`src/rtl/phase_sequencer.sv`:
```
// Run/stop/step controller generating five non-overlapping phase clocks for the SIMPLE pipeline.
// Define PHASE_SEQ_BKPT_EN to enable the PC breakpoint comparator.
module phase_sequencer #(
    parameter int PHASE_HIGH = 1,
    parameter int PHASE_LOW  = 1,
    parameter int CNT_W      = 16
) (
    input  logic             clock,
    input  logic             reset,
    input  logic             exec,
    input  logic             step,
    input  logic             halt_in,
    input  logic [15:0]      pc,
    input  logic [15:0]      bkpt_addr,
    output logic             clockp1,
    output logic             clockp2,
    output logic             clockp3,
    output logic             clockp4,
    output logic             clockp5,
    output logic             running,
    output logic             halted,
    output logic             bkpt_hit,
    output logic [CNT_W-1:0] instr_count
);

    localparam int PMAX = (PHASE_HIGH > PHASE_LOW) ? PHASE_HIGH : PHASE_LOW;
    localparam int TW   = $clog2(PMAX) + 1;
    localparam logic [TW-1:0] HI_LAST = TW'(PHASE_HIGH - 1);
    localparam logic [TW-1:0] LO_LAST = TW'(PHASE_LOW - 1);

    typedef enum logic [1:0] {S_IDLE, S_RUN, S_STEP, S_HALTED} state_t;

    state_t            state, state_n;
    logic [2:0]        phase, phase_n;
    logic              high, high_n;
    logic [TW-1:0]     timer, timer_n;
    logic              stop_req, stop_n;
    logic              skip, skip_n;
    logic [CNT_W-1:0]  count_n;
    logic [4:0]        pclk, pclk_n;
    logic              running_n, halted_n, hit_n;
    logic              start_p1, bkpt_stop;

    always_ff @(posedge clock or posedge reset) begin
        if (reset) begin
            state       <= S_IDLE;
            phase       <= 3'd1;
            high        <= 1'b0;
            timer       <= '0;
            stop_req    <= 1'b0;
            skip        <= 1'b0;
            pclk        <= '0;
            running     <= 1'b0;
            halted      <= 1'b0;
            bkpt_hit    <= 1'b0;
            instr_count <= '0;
        end else begin
            state       <= state_n;
            phase       <= phase_n;
            high        <= high_n;
            timer       <= timer_n;
            stop_req    <= stop_n;
            skip        <= skip_n;
            pclk        <= pclk_n;
            running     <= running_n;
            halted      <= halted_n;
            bkpt_hit    <= hit_n;
            instr_count <= count_n;
        end
    end

    always_comb begin
        state_n  = state;
        phase_n  = phase;
        high_n   = high;
        timer_n  = timer;
        stop_n   = stop_req;
        skip_n   = skip;
        count_n  = instr_count;
        hit_n    = 1'b0;
        start_p1 = 1'b0;

        case (state)
            S_IDLE: begin
                if (exec) begin
                    state_n  = S_RUN;
                    start_p1 = 1'b1;
                end else if (step) begin
                    state_n  = S_STEP;
                    start_p1 = 1'b1;
                end
            end
            S_RUN, S_STEP: begin
                if (state == S_RUN && exec)
                    stop_n = 1'b1;
                if (high) begin
                    if (timer == HI_LAST) begin
                        high_n  = 1'b0;
                        timer_n = '0;
                    end else begin
                        timer_n = timer + 1'b1;
                    end
                end else if (timer != LO_LAST) begin
                    timer_n = timer + 1'b1;
                end else if (phase != 3'd5) begin
                    phase_n = phase + 3'd1;
                    high_n  = 1'b1;
                    timer_n = '0;
                end else begin
                    // Last low cycle of p5: retire, then pick the next state in the same edge.
                    count_n = instr_count + 1'b1;
                    phase_n = 3'd1;
                    timer_n = '0;
                    if (halt_in) begin
                        state_n = S_HALTED;
                        stop_n  = 1'b0;
                    end else if (state == S_STEP || stop_req || exec) begin
                        state_n = S_IDLE;
                        stop_n  = 1'b0;
                    end else begin
                        start_p1 = 1'b1;
                    end
                end
            end
            default: ;
        endcase

`ifdef PHASE_SEQ_BKPT_EN
        bkpt_stop = start_p1 && (state_n == S_RUN) && (pc == bkpt_addr) && !skip;
`else
        bkpt_stop = 1'b0;
`endif

        if (bkpt_stop) begin
            state_n = S_IDLE;
            stop_n  = 1'b0;
            phase_n = 3'd1;
            high_n  = 1'b0;
            timer_n = '0;
            skip_n  = 1'b1;
            hit_n   = 1'b1;
        end else if (start_p1) begin
            phase_n = 3'd1;
            high_n  = 1'b1;
            timer_n = '0;
            skip_n  = 1'b0;
        end

        running_n = (state_n == S_RUN) || (state_n == S_STEP);
        halted_n  = (state_n == S_HALTED);
        pclk_n    = (running_n && high_n) ? (5'd1 << (phase_n - 3'd1)) : 5'd0;
    end

`ifndef PHASE_SEQ_BKPT_EN
    logic unused_bkpt;
    assign unused_bkpt = ^{pc, bkpt_addr};
`endif

    assign clockp1 = pclk[0];
    assign clockp2 = pclk[1];
    assign clockp3 = pclk[2];
    assign clockp4 = pclk[3];
    assign clockp5 = pclk[4];

endmodule

```
`config.mk`:
```
export PLATFORM = sky130hd
export DESIGN_NAME = phase_sequencer
export DESIGN_NICKNAME = d
export VERILOG_FILES = /design/src/rtl/phase_sequencer.sv
export SDC_FILE = /design/constraint.sdc
export NUM_CORES = 1
export LEC_CHECK = 0
export CAP_MARGIN = 20
export CORE_MARGIN = 2
export CORE_UTILIZATION = 40
export DETAILED_ROUTE_END_ITERATION = 10
export PLACE_DENSITY = 0.75
export SKIP_CTS_REPAIR_TIMING = 1
export SLEW_MARGIN = 20
export SYNTH_ARGS = -nofsm -noshare
export SYNTH_HDL_FRONTEND = slang
export SYNTH_SLANG_ARGS = --single-unit
```
`constraint.sdc`:
```
create_clock -name clock -period 4.7 [get_ports clock]
set_clock_uncertainty 0.1 [all_clocks]
set_input_delay 0.705 -clock clock [delete_from_list [all_inputs] [get_ports clock]]
set_output_delay 0.705 -clock clock [all_outputs]
set_load 0.01 [all_outputs]
```
* Word-level counts from Yosys, hierarchy flattened
Cells that the tools add are included.
** Storage, ports and cells
- Flip-flop bits (word level) :: 31
- Bits in latches :: 0
- RAM bits :: 0
- Memory bits (read-only) :: 0
- Input port bits :: 37
- Output and inout port bits :: 24
- Word-level logic and storage cells :: 69
- Memories :: 0
** Cells by class
- Add/sub/neg operators :: 4
- $mul :: 0
- Div/mod/pow operators :: 0
- Magnitude comparators :: 0
- Equal/unequal tests :: 6
- Shifts and indexed selects :: 1
- Mux-type cells :: 37
- Bitwise gates (word level) :: 3
- Reductions and logical operators :: 9
** Operators with widths (number)
- two-way mux 1 bit :: 22
- adder 16 x 1 -> 16 bit (second input constant) :: 1
- two-way mux 3 bit :: 5
- two-way mux 2 bit :: 7
- equality test 2 bit (second input constant) :: 3
- two-way mux 5 bit :: 1
- << shifter 1 x 3 -> 5 bit (first input constant) :: 1
- equality test 2 x 1 -> 1 bit (second input constant) :: 2
- case mux 2 bit (2 select lines) :: 1
- AND reduction 4 bit :: 1
- adder 3 x 1 -> 3 bit (second input constant) :: 1
- logical OR 1 bit :: 3
- != test 3 bit (second input constant) :: 1
- inverter 1 bit :: 3
- subtractor 3 x 1 -> 3 bit (second input constant) :: 1
- logical AND 1 bit :: 2
- logical NOT 2 bit :: 1
- case mux 1 bit (2 select lines) :: 1
- nonzero test 2 bit :: 1
- OR reduction 2 bit :: 1
- adder 1 bit (second input constant) :: 1

* Logic depth before layout (Yosys ltp)
- Depth in word-level cells :: 13
- Mapped depth :: 11

* Worst setup path after synthesis
OpenSTA, ideal clock, no wires.
- Path type :: flip-flop to flip-flop
- Start point :: reg state[1]
- End point :: reg pclk[1]
- Data arrival time :: 2.248 ns
- Data required time :: 4.512 ns
- Setup slack :: 2.264 ns
- Cell stages (with the launch flop) :: 12
- Path buffers :: 1
- Period minus slack after synthesis :: 2.436 ns
- Cells stage by stage :: dfrtp_1 inv_1 ha_1 nand3b_4 nor2_2 a31o_2 buf_2 a21oi_1 ha_1 nor2b_1 o21ai_0 nor3b_1
** On the way
- Word-level cells in the longest chain between the ends :: 13
- Elaborated cells between the ends (all ways) :: 31
** Ends and longest elaborated chain
- start: declaration :: line 33 : state_t state, state_n;
- start signal: assignment :: line 58 : state <= state_n;
- equality test 2 bit :: line 83, 117
- logical OR 1 bit (2 in a row) :: line 117 : end else if (state == S_STEP || stop_req || exec) begin
- two-way mux 1 bit :: line 117
- two-way mux 1 bit :: line 114 : if (halt_in) begin
- two-way mux 1 bit :: line 105 : end else if (phase != 3'd5) begin
- two-way mux 1 bit :: line 103 : end else if (timer != LO_LAST) begin
- two-way mux 1 bit :: line 96 : if (high) begin
- case mux 1 bit (2 select lines) :: line 83 : case (state)
- two-way mux 3 bit * :: line 142 : end else if (start_p1) begin
- net phase_n[2] :: line 34 : logic [2:0] phase, phase_n;
- subtractor 3 x 1 -> 3 bit * :: line 151 : pclk_n = (running_n && high_n) ? (5'd1 << (phase_n - 3'd1)) : 5'd0;
- << shifter 1 x 3 -> 5 bit * :: line 151
- two-way mux 5 bit * :: line 151
- net pclk_n[1] :: line 40 : logic [4:0] pclk, pclk_n;
- end signal: assignment :: line 64 : pclk <= pclk_n;
- end: declaration :: line 40
Mark *: on every way through the listed nets, which the timed path passes. The rest lies on a longest branch.
A chain may end at the register's enable or synchronous reset.

* Final worst setup path
Same ends and word-level chain as after synthesis.

==> key figures <==
Final layout
  • Layout overhead on the synthesized area: 26.98%
  • Share of layout cells above drive strength 1: 10.00%
  • Final std cells w/o fill: 218
  • Fin area: 1884 sq um
  • Nets: 213
  • FILL cells: 336
  • Antenna diode count: 0

Global route
  • First-pass GRT wire length: 5250 microns
  • Total GRT Usage: 16.30%
  • Largest net degree at the start of global routing: 31
  • Initial antenna violation count: 0
  • GRT overflow: 0
  • Vias in the first global route: 1205

Route
  • Drt initial violations: 38
  • Via/cell ratio: 5.243
  • Via count: 1143
  • Drt pass-1 iters: 4
  • Post-route ant nets: 0
  • DR DRC count: 0
  • Wire per inst: 12.85 microns
  • Routed WL: 2801 microns

Placement
  • Gp weighted congestion: 0.7538
  • PortBufs: 27
  • Placement Cell Area: 1793 sq um
  • Dpl cells: 210
  • Detailed Place HPWL: 2110 microns

Timing
  • Worst slew pin tran: 0.5954 ns
  • Final TNS setup: 0 ns
  • Final hold vios: 0
  • Rel. slew slack: 60.25%
  • Max-slew violation count: 0
  • Tcrit/Tclk final: 58.18%
  • Unrepaired setup endpoints after global routing: no
  • Worst hold slack: 0.3700 ns
  • Maximum clock rate: 365.7 MHz
  • Setup violations, final: 0
  • Minimum clock period: 2.735 ns

Die
  • Initial Util: 41.15%
  • Die Footprint: 4213 sq um
  • IO Count: 61
  • Core Rows: 22
  • Die Wd: 64.91 microns
  • Core area: 3606 sq um
  • Die Y-Extent: 64.91 microns

Worst setup path
  • CP arrival: 2.82 ns
  • CP Cell Sequence: inv_1 -> ha_1 -> nand3b_4 -> nor2_2 -> a31o_2 -> a21oi_1 -> ha_1 -> nor2b_1 -> o21ai_0 -> nor3b_1
  • Max incr delay on CP: 0.44 ns
  • Critical Path RT: 4.79 ns
  • Worst setup SP type: flip-flop
  • Slowest CP cell: ha_1
  • CP Capture Type: flip-flop
  • WS Path Type: flip-flop to flip-flop
  • Launch point of the worst reg-to-reg path: state[1]
  • CP Max Fanout: 10
  • FF-to-FF path depth: 10
  • Most used cell, CP: ha_1
  • FF-to-FF End: pclk[1]
  • Reg2Reg Setup Slack: 1.97 ns

Run status
  • Status: complete, no violations

Clock tree
  • Clk pin slew, worst setup/hold paths: 0.06 ns
  • Clock Sinks: 30
  • Depth of the CTS H-tree: 2
  • Root buf cell: clkbuf_8
  • Clock latency at the later pin of the worst-skew pair: 0.28 ns
  • TritonCTS buffer count: 5
  • CTS tree: yes
  • Clk buf depth: 2

Worst hold path
  • Hold Path End: instr_count[15]
  • Hold depth: 1
  • Hold path start: instr_count[15]
  • Worst Hold Class: flip-flop to flip-flop

Logic synthesis
  • Area contributors post-synth: dfrtp_1 (49%), xnor2_1 (7.1%), ha_1 (5.9%)
  • Syn nets: 183
  • Mapped cell area: 1484 sq um
  • Syn Inst Count: 139
  • Sequential area share after synthesis: 50.67%
  • Main flop type after synthesis: dfrtp_1
  • Ys Warns: 0
  • #FFs+latches synth: 30
  • Post-synth EDFFs: 0
  • Biggest area consumer among synthesized cells: dfrtp_1
  • Synth top area share: 48.90%
  • Avg Synthesized Cell Area: 10.68 sq um
  • Ys async rst share: 100.0%
  • Library cells used by synthesis: 43

Pwr
  • Power per cell area: 484.4 nW/um^2
  • Lkg Pwr: 0.8475 nW
  • Maximum vdd drop: 0.3788 mV
  • Total Power: 0.9127 mW

Run
  • Max_cap viols: 0
==> cells in the mapped netlist, types with 2 or more instances <==
cell type / n
nor2_1: 7
nand4_1: 3
nor2b_1: 3
and2_1: 2
inv_1: 5
nor3_1: 5
ha_1: 7
xnor2_1: 12
dfrtp_1: 29
nand2_1: 9
nand2b_1: 4
o21ai_0: 5
xor2_1: 3
o211ai_1: 2
and3_1: 3
nand3_1: 9
a21oi_1: 4
nor2_2: 2
==> sequential cells by signal (all words and copies together), names as in the netlist <==
register / cells
halted: 1
instr_count: 16
running: 1
high: 1
stop_req: 1
pclk: 5
state: 2
phase: 3
==> area by class of cell <==
type                       instances  area (sq um)  area share (%)
timing repair buffer              27         270.3           14.34
clock inverter                     1         5.005          0.2656
clock buffer                       7         86.33           4.582
multi-input combinational        100         691.9           36.72
sequential                        30         752.0           39.91
inverter                           5         18.77          0.9960
tap                               48         60.06           3.187
==> where the power goes <==
group	switching [mW]	internal (mW)	total (mW)	leakage [nW]
logic	0.190	0.163	0.353	0.399
registers	0.0432	0.310	0.353	0.400
clock network	0.0891	0.118	0.207	0.0482
total	0.323	0.590	0.913	0.848
==> placed cells by master, fill, tap and decap left out, types with 3 or more instances in the layout <==
master,count
a21oi_1,4
and3_1,3
clkbuf_8,6
clkdlybuf4s50_1,27
dfrtp_1,29
ha_1,7
inv_1,4
nand2_1,9
nand2b_1,4
nand3_1,9
nand4_1,3
nor2_1,7
nor2b_1,3
nor3_1,5
o21ai_0,5
xnor2_1,12
xor2_1,3
==> through the flow <==
step | setup WS, ns | util, %
floorplan | 2.264 | -
global placement | 1.866 | 49.72
detailed placement | 1.813 | 49.72
CTS | 1.936 | 52.26
global route | 1.678 | 52.26
finish | 1.965 | 52.26
==> how the worst max path moves through the flow <==
| stage | startpoint | end | slack [ns] |
|---|---|---|---|
| floorplan | state[1] | pclk[1] | 2.26 |
| global placement | exec | pclk[1] | 1.87 |
| detailed placement | exec | pclk[1] | 1.81 |
| CTS | state[1] | pclk[1] | 1.94 |
| global route | state[0] | pclk[2] | 1.68 |
| finish | state[1] | pclk[1] | 1.97 |
==> worst max-delay path: cells and delay by family, from the launching register on <==
family | cells | cell delay, ns
compound gates | 3 | 0.56
fa+ha+maj | 2 | 0.75
buf+inv | 1 | 0.08
flops | 1 | 0.41
simple gates | 4 | 0.74
==> per-layer routing <==
layer | GRT usage [%] | part of all wire, %
met1 | 18.92 | 42
met2 | 26.68 | 50
met3 | 5.729 | 5.3
met4 | 7.979 | 2.6
met5 | 0 | 0
==> cell families after synthesis <==
| kind of cell | after synthesis | synth area share [%] |
|---|---|---|
| AOI/OAI and AO/OA | 18 | 7.842 |
| other | 1 | 0.2527 |
| DFF | 30 | 50.68 |
| buffers and inverters | 9 | 2.698 |
| adders and majority gates | 7 | 5.902 |
| xor gates and xnor gates | 15 | 8.854 |
| muxes | 2 | 1.433 |
| and+or+nand+nor | 57 | 22.34 |
Power figures use the tool's default switching activity.
